--- config.mk ---
export PLATFORM = sky130hd
export DESIGN_NAME = mem_port_arbiter
export DESIGN_NICKNAME = d
export VERILOG_FILES = /design/src/rtl/cpu_pkg.sv /design/src/rtl/arb_pick.sv /design/src/rtl/mem_port_arbiter.sv
export SDC_FILE = /design/constraint.sdc
export NUM_CORES = 1
export LEC_CHECK = 0
export BUFFER_PORTS_ARGS = -buffer_cell sky130_fd_sc_hd__buf_2
export CORE_AREA = 2 2 106 108
export DETAILED_ROUTE_END_ITERATION = 10
export DIE_AREA = 0 0 108 110
export GPL_TIMING_DRIVEN = 0
export PLACE_DENSITY_LB_ADDON = 0.05
export SYNTH_ARGS = -nofsm -noshare
export SYNTH_HDL_FRONTEND = slang
export SYNTH_SLANG_ARGS = --single-unit
--- constraint.sdc ---
create_clock -name clk -period 1.35 [get_ports clk]
set_input_delay 0.2025 -clock clk [delete_from_list [all_inputs] [get_ports clk]]
set_output_delay 0.2025 -clock clk [all_outputs]
set_load 0.01 [all_outputs]
--- src/rtl/cpu_pkg.sv ---
// cpu_pkg - types and constants shared by the memory port arbiter files.
//   arb_state_t : arbiter FSM states (IDLE, RD_WAIT)
//   ARB_ID_I    : port ID of the instruction fetch port
//   ARB_ID_D    : port ID of the load/store data port
package cpu_pkg;

  typedef enum logic [0:0] {
    IDLE    = 1'b0,
    RD_WAIT = 1'b1
  } arb_state_t;

  localparam logic ARB_ID_I = 1'b0;
  localparam logic ARB_ID_D = 1'b1;

endpackage

--- src/rtl/arb_pick.sv ---
// arb_pick - combinational 2-way picker between the fetch and data ports.
// Build option: ARB_ROUND_ROBIN_EN
//   defined   : round-robin; on a tie the port that did not win last goes
//   undefined : fixed priority, data port over fetch port
// Ports:
//   i_req     in   fetch port is requesting
//   d_req     in   data port is requesting
//   last_id   in   port ID of the most recent grant (round-robin only)
//   win_id    out  port ID of the chosen requester
//   win_valid out  at least one port is requesting
module arb_pick
  import cpu_pkg::*;
(
  input  logic i_req,
  input  logic d_req,
  input  logic last_id,
  output logic win_id,
  output logic win_valid
);

`ifdef ARB_ROUND_ROBIN_EN
  // Round-robin choice: a tie goes to the port not granted last time.
  always_comb begin
    win_valid = i_req | d_req;
    if (i_req && d_req) begin
      win_id = (last_id == ARB_ID_I) ? ARB_ID_D : ARB_ID_I;
    end else if (d_req) begin
      win_id = ARB_ID_D;
    end else begin
      win_id = ARB_ID_I;
    end
  end
`else
  // The last-grant flag has no meaning under fixed priority.
  logic last_id_unused;
  assign last_id_unused = last_id;

  // Fixed priority: the data access belongs to an older instruction, so it
  // goes first; the fetch port may starve while stores stream.
  always_comb begin
    win_valid = i_req | d_req;
    if (d_req) begin
      win_id = ARB_ID_D;
    end else begin
      win_id = ARB_ID_I;
    end
  end
`endif

endmodule

--- src/rtl/mem_port_arbiter.sv ---
// mem_port_arbiter - shares one single-port synchronous RAM between the
// instruction fetch port (read-only) and the load/store port (read/write).
// Grants are combinational in the cycle the arbiter is idle; stores finish in
// the grant cycle, reads wait MEM_LAT cycles and return data with an rvalid
// pulse. Arbitration policy is chosen by ARB_ROUND_ROBIN_EN (see arb_pick).
// Parameters: AW address width (word index), DW data width, MEM_LAT read
// latency 1..7.
// Ports:
//   clk, rst                       clock, synchronous active-high reset
//   i_req/i_addr                   fetch request (held until i_gnt)
//   i_gnt/i_rvalid/i_rdata         fetch accept pulse, data valid pulse, data
//   d_req/d_we/d_addr/d_wdata/d_be data request (held until d_gnt)
//   d_gnt/d_rvalid/d_rdata         data accept pulse, load valid pulse, data
//   m_en/m_we/m_addr/m_wdata/m_be  memory command
//   m_rdata                        memory read data
//   busy                           arbiter is waiting on a read
module mem_port_arbiter
  import cpu_pkg::*;
#(
  parameter int AW      = 32,
  parameter int DW      = 32,
  parameter int MEM_LAT = 1
) (
  input  logic              clk,
  input  logic              rst,
  input  logic              i_req,
  input  logic [AW-1:0]     i_addr,
  output logic              i_gnt,
  output logic              i_rvalid,
  output logic [DW-1:0]     i_rdata,
  input  logic              d_req,
  input  logic              d_we,
  input  logic [AW-1:0]     d_addr,
  input  logic [DW-1:0]     d_wdata,
  input  logic [DW/8-1:0]   d_be,
  output logic              d_gnt,
  output logic              d_rvalid,
  output logic [DW-1:0]     d_rdata,
  output logic              m_en,
  output logic              m_we,
  output logic [AW-1:0]     m_addr,
  output logic [DW-1:0]     m_wdata,
  output logic [DW/8-1:0]   m_be,
  input  logic [DW-1:0]     m_rdata,
  output logic              busy
);

  localparam int CW = $clog2(MEM_LAT + 1);
  // Counter runs MEM_LAT-1 .. 0 while in RD_WAIT, so rvalid lands exactly
  // MEM_LAT cycles after the grant.
  localparam logic [CW-1:0] CNT_LOAD = CW'(MEM_LAT - 1);
  localparam logic [CW-1:0] CNT_ONE  = CW'(1);

  arb_state_t      state_q, state_d;
  logic [CW-1:0]   cnt_q, cnt_d;
  logic            rd_id_q, rd_id_d;
  logic            last_id_q, last_id_d;
  logic [DW-1:0]   i_rdata_q, i_rdata_d;
  logic [DW-1:0]   d_rdata_q, d_rdata_d;
  logic            pick_id;
  logic            pick_valid;

  arb_pick u_pick (
    .i_req     (i_req),
    .d_req     (d_req),
    .last_id   (last_id_q),
    .win_id    (pick_id),
    .win_valid (pick_valid)
  );

  // Next-state and command logic; all strobes are held low during reset so
  // no access or rvalid can escape while rst is high.
  always_comb begin
    state_d   = state_q;
    cnt_d     = cnt_q;
    rd_id_d   = rd_id_q;
    last_id_d = last_id_q;
    i_rdata_d = i_rdata_q;
    d_rdata_d = d_rdata_q;
    i_gnt     = 1'b0;
    d_gnt     = 1'b0;
    i_rvalid  = 1'b0;
    d_rvalid  = 1'b0;
    m_en      = 1'b0;
    m_we      = 1'b0;
    m_addr    = '0;
    m_wdata   = '0;
    m_be      = '0;
    if (rst) begin
      state_d   = IDLE;
      cnt_d     = '0;
      rd_id_d   = ARB_ID_I;
      last_id_d = ARB_ID_I;
      i_rdata_d = '0;
      d_rdata_d = '0;
    end else begin
      case (state_q)
        IDLE: begin
          if (pick_valid) begin
            m_en      = 1'b1;
            last_id_d = pick_id;
            if (pick_id == ARB_ID_D) begin
              d_gnt  = 1'b1;
              m_addr = d_addr;
              m_we   = d_we;
              if (d_we) begin
                // Store completes in the grant cycle; stay IDLE.
                m_wdata = d_wdata;
                m_be    = d_be;
              end else begin
                state_d = RD_WAIT;
                cnt_d   = CNT_LOAD;
                rd_id_d = ARB_ID_D;
              end
            end else begin
              i_gnt   = 1'b1;
              m_addr  = i_addr;
              state_d = RD_WAIT;
              cnt_d   = CNT_LOAD;
              rd_id_d = ARB_ID_I;
            end
          end else begin
            state_d = IDLE;
          end
        end
        RD_WAIT: begin
          if (cnt_q == '0) begin
            state_d = IDLE;
            if (rd_id_q == ARB_ID_D) begin
              d_rvalid  = 1'b1;
              d_rdata_d = m_rdata;
            end else begin
              i_rvalid  = 1'b1;
              i_rdata_d = m_rdata;
            end
          end else begin
            cnt_d = cnt_q - CNT_ONE;
          end
        end
        default: begin
          state_d = IDLE;
        end
      endcase
    end
  end

  // Read data passes straight through on the rvalid cycle and holds after.
  assign i_rdata = i_rdata_d;
  assign d_rdata = d_rdata_d;
  assign busy    = (state_q != IDLE);

  // State, latency counter, winner/last-grant IDs and held read data.
  always_ff @(posedge clk) begin
    if (rst) begin
      state_q   <= IDLE;
      cnt_q     <= '0;
      rd_id_q   <= ARB_ID_I;
      last_id_q <= ARB_ID_I;
      i_rdata_q <= '0;
      d_rdata_q <= '0;
    end else begin
      state_q   <= state_d;
      cnt_q     <= cnt_d;
      rd_id_q   <= rd_id_d;
      last_id_q <= last_id_d;
      i_rdata_q <= i_rdata_d;
      d_rdata_q <= d_rdata_d;
    end
  end

endmodule

======== After elaboration in Yosys (flattened, before gate mapping) ========
Cells that the tools add are included.
W data, S select, Z words.
storage, ports and cells
  output and inout bits ................... 139
  register bits ........................... 67
operators by class
  multiplexer cells ....................... 58
  bitwise gates (word level) .............. 2
  add/subtract/negate cells ............... 1
  reductions and logical operators ........ 2
  equal/unequal tests ..................... 3
operators with widths
  cell                   count
  $mux W32               17
  $mux W1                34
  $mux W4                5
  $ne A2 B2 Y1 const B   2
  $pmux W1 S2            2
  $ne A3 B3 Y1 const B   1
  $reduce_and A3 Y1      1
  $reduce_and A2 Y1      1
  $not A1 Y1             1
  $or A1 B1 Y1           1
  $sub A1 B1 Y1 const B  1

======== Logic depth before layout (Yosys ltp) ========
  depth after elaboration ................. 5
  depth in mapped cells ................... 6

======== Hierarchy ========
Synthesis repeated with hierarchy kept, for this count alone.
unflattened totals
  cell total of the unflattened synthesis .. 489
  area, all modules ....................... 3,564.7 um2
modules (own cells, without submodules)
  module            seq. area each (um2)  area each (um2)  cells each  times used
  mem_port_arbiter  1,341.3               3,550.9          487         1
  arb_pick          0.0                   13.8             2           1

======== Worst setup path after synthesis ========
No wires, ideal clock.
  path type ............................... flip-flop to output port
  start ................................... register state_q, in the netlist busy
  end ..................................... output port i_rdata[10]
  arrival time ............................ 1,185 ps
  path buffers ............................ 3
  setup slack ............................. -38 ps
  stages on the path, launching flop included .. 7
  data required time ...................... 1,148 ps
  cell sequence ........................... dfxtp_1 -> buf_4 -> and2b_1 -> buf_2 -> buf_4 -> nand2_1 -> a21oi_1
between the ends
  word-level cells in the longest chain between the ends .. 2
ends and longest elaborated chain
  item                    RTL line                 RTL
  from (decl)             mem_port_arbiter.sv:54   arb_state_t state_q, state_d;
  from (signal assigned)  mem_port_arbiter.sv:162  state_q <= state_d;
  $mux W32                mem_port_arbiter.sv:97   case (state_q)
  $mux W32                mem_port_arbiter.sv:89   if (rst) begin
  to (decl)               mem_port_arbiter.sv:30   output logic [DW-1:0] i_rdata,
No other way between the ends.

======== Worst setup path in the final report ========
  start ................................... register state_q, in the netlist busy
  end ..................................... output port i_rdata[5]
The elaborated chain is that of the path after synthesis.

==> flow_metrics.env <==
export IMPL_clk_latency_ns=0.35
export IMPL_placed_cells=902
export IMPL_cts_sinks=66
export IMPL_ys_seq_area_share_pct=38.7
export IMPL_clkPwrFrac_pct=29.4
export IMPL_ys_seq_elements=66
export IMPL_grt_pass1_wl_mm=22.9
export IMPL_worst_slack_ns=-0.483
export IMPL_wl_mm=16.2
export IMPL_power_switching_mw=1.59
export IMPL_syn_inst=488
export IMPL_vias=4749
export IMPL_yosysTopAreaCellShare_pct=38.7
export IMPL_maxSlewViolCount=0
export IMPL_cts_hold_buf=0
export IMPL_arrival_ns=1.63
export IMPL_first_pass_iters=5
export IMPL_synth_distinct_cells=21
export IMPL_cts_made_buffers=9
export IMPL_fin_skew_ns=0.00372
export IMPL_cts_max_level=3
export IMPL_synthTopCellsByArea="dfxtp_1, a21oi_1, nand2_1"
export IMPL_synth_area_per_cell_um2=7.00
export IMPL_powerDensity_nw_per_um2=721
export IMPL_fin_area_um2=7060
export IMPL_io_buffers=274
export IMPL_synth_common_cells="a21oi_1, nand2_1, dfxtp_1, and2_1, nor2_1"
export IMPL_grt_total_usage_pct=24.9
export IMPL_max_stage_delay_ns=0.33
export IMPL_crit_path_end_kind="output pin"
export IMPL_place_gp_congestion=0.835
export IMPL_grt_pass1_vias=4564
export IMPL_worstHoldStart="m_rdata[15]"
export IMPL_die_area_um2=11900
export IMPL_pwr_share_seq_pct=40.2
export IMPL_gr_total_overflow=0
export IMPL_path_class="reg2out"
export IMPL_synth_edf_count=0
export IMPL_fmax_mhz=546
export IMPL_dpl_cell_area_um2=5080
export IMPL_pwr_share_comb_pct=30.4
export IMPL_antenna_cells=0
export IMPL_setup_violations=138
export IMPL_max_slew_margin_pct=48.4
export IMPL_hpwl_mm=11.4
export IMPL_violations="setup timing"
export IMPL_crit_fanout=8
export IMPL_period_share_pct=136
export IMPL_drive_gt1_share_pct=69.9
export IMPL_peakVddDrop_mv=0.347
export IMPL_syn_to_final_growth_pct=107
export IMPL_wire_per_inst_um=16.8
export IMPL_vias_per_cell=4.95
export IMPL_antenna_found_initial=0
export IMPL_dieWidth_um=108
export IMPL_yosys_warnings=0
export IMPL_startpoint_type="register"
export IMPL_path_buf_inv=4
export IMPL_yosys_area_top_type="dfxtp_1"
export IMPL_row_count=38
export IMPL_syn_nets=625
export IMPL_cap_violations=0
export IMPL_hold_viol_final=0
export IMPL_grt_max_degree=11
export IMPL_cts_root_buf="clkbuf_8"
export IMPL_sw_frac_of_total_pct=31.3
export IMPL_crit_start="busy"
export IMPL_die_h_um=110
export IMPL_yosys_most_used_dff="dfxtp_1"
export IMPL_synth_area_um2=3410
export IMPL_cp_required_ns=1.15
export IMPL_core_area_um2=10700
export IMPL_tightest_slew_ns=0.773
export IMPL_cpLargestDelayFamily="buffers and inverters"
export IMPL_outcome="complete, but fails checks"
export IMPL_initial_utilization_pct=31.9
export IMPL_finalCriticalPeriod_ns=1.83
export IMPL_p_leak_nw=3.43
export IMPL_grt_setup_unrepaired="true"
export IMPL_cp_cell_sequence="buf_6 -> and2b_1 -> buf_12 -> buf_8 -> nand2_2 -> a21oi_2 -> buf_2"
export IMPL_async_flop_share_pct=0
export IMPL_hp_class="in2reg"
export IMPL_cts_tree="done"
export IMPL_ioPinCount=276
export IMPL_finish_net_count=953
export IMPL_timing_rr_start="busy"
export IMPL_internal_power_mw=3.50
export IMPL_fin_cells=960
export IMPL_ctsLongestPathBuffers=2
export IMPL_yosysMostFrequentCell="a21oi_1"
export IMPL_drt_iter0_drc=241
export IMPL_clkTransAtPathRegs_ns=0.07
export IMPL_ant_nets=0
export IMPL_drc=0
export IMPL_crit_slowest_cell="dfxtp_2"
[power by group through the flow]
stage | Clock (mW) | Sequential [mW] | Combinational (mW)
after floorplan | 0 | 2.07 | 0.534
after global placement | 0 | 2.07 | 1.00
after detailed placement | 0 | 2.08 | 1.02
after CTS | 1.52 | 2.03 | 1.34
after global routing | 1.59 | 2.05 | 1.65
final | 1.49 | 2.04 | 1.55
[worst reg2reg max path: stages (launching register included)]
cell	delay, ns
dfxtp_2	0.32
buf_6	0.11
buf_4	0.13
nand2b_4	0.17
buf_8	0.17
nand2_4	0.05
buf_4	0.12
a21oi_1	0.13
[cells in the final DEF, fill, tap and decap left out, types with 7 or more instances in the layout]
cell      instances
and2_4           29
and2_1            7
nor2_4           15
nor2_2           13
a22oi_1          32
a21oi_2          62
buf_12            8
clkbuf_8         11
buf_4            24
nor2_1            8
buf_8            10
nand2_2          33
nand2_1          45
a21oi_1          67
nand2_4          51
buf_2           234
clkbuf_1         14
buf_6            65
dfxtp_1          64
[cell type report]
type	count	area [um^2]
timing repair buffer	319	2210
inverter	1	3.75
clock buffer	12	155
sequential	66	1330
fill	923	3640
clock inverter	3	15.0
multi-input combinational	377	2800
buffer	42	372
tap	140	175
[state kept, by name, indices dropped and copies added, names as in the netlist]
register   count
busy           1
rd_id_q        1
i_rdata_q     32
d_rdata_q     32
[cells by family after synthesis]
kind of cell / Yosys count / synth area share, %
compound gates: 164 / 26.4
simple gates: 212 / 27.2
flops: 66 / 38.7
buf+inv: 46 / 7.69
[final timing paths]
check / slack (ns) / cells after the start / endpoint
hold reg to reg: 0.47 / 2 / i_rdata_q[4]
setup reg to reg: 0.06 / 7 / i_rdata_q[7]
setup / recovery: -0.48 / 7 / i_rdata[5]
hold / removal: 0.13 / 3 / d_rdata_q[15]
[routing by layer]
metal | global-route usage (%) | share of wire (%)
met1 | 28.7 | 38
met4 | 10.2 | 3.1
met5 | 0 | 0
met3 | 4.64 | 6.0
met2 | 45.2 | 53
[per-stage QoR]
stage          utilization, %  total power [mW]  setup TNS [ns]  setup slack [ns]  hold WS [ns]
3_3_place_gp             47.5              3.08          -17.65            -0.329         0.450
3_5_place_dp             47.5              3.09          -19.81            -0.334         0.457
2_1_floorplan               -              2.61               0           0.00813         0.361
4_1_cts                  60.4              4.90          -60.35            -0.493         0.108
5_1_grt                  66.0              5.29          -65.44            -0.540         0.124
6_report                 66.0              5.08          -56.54            -0.483         0.125
[timing repair]
action / CTS / global route
setup endpoints to repair: 138 / 141
buffers inserted: 23 / 8
cloned: 13 / 3
gates resized for setup: 242 / 136
hold endpoints to repair: 0 / 0
pin swaps: 64 / 72
Power figures use the tool's default switching activity.
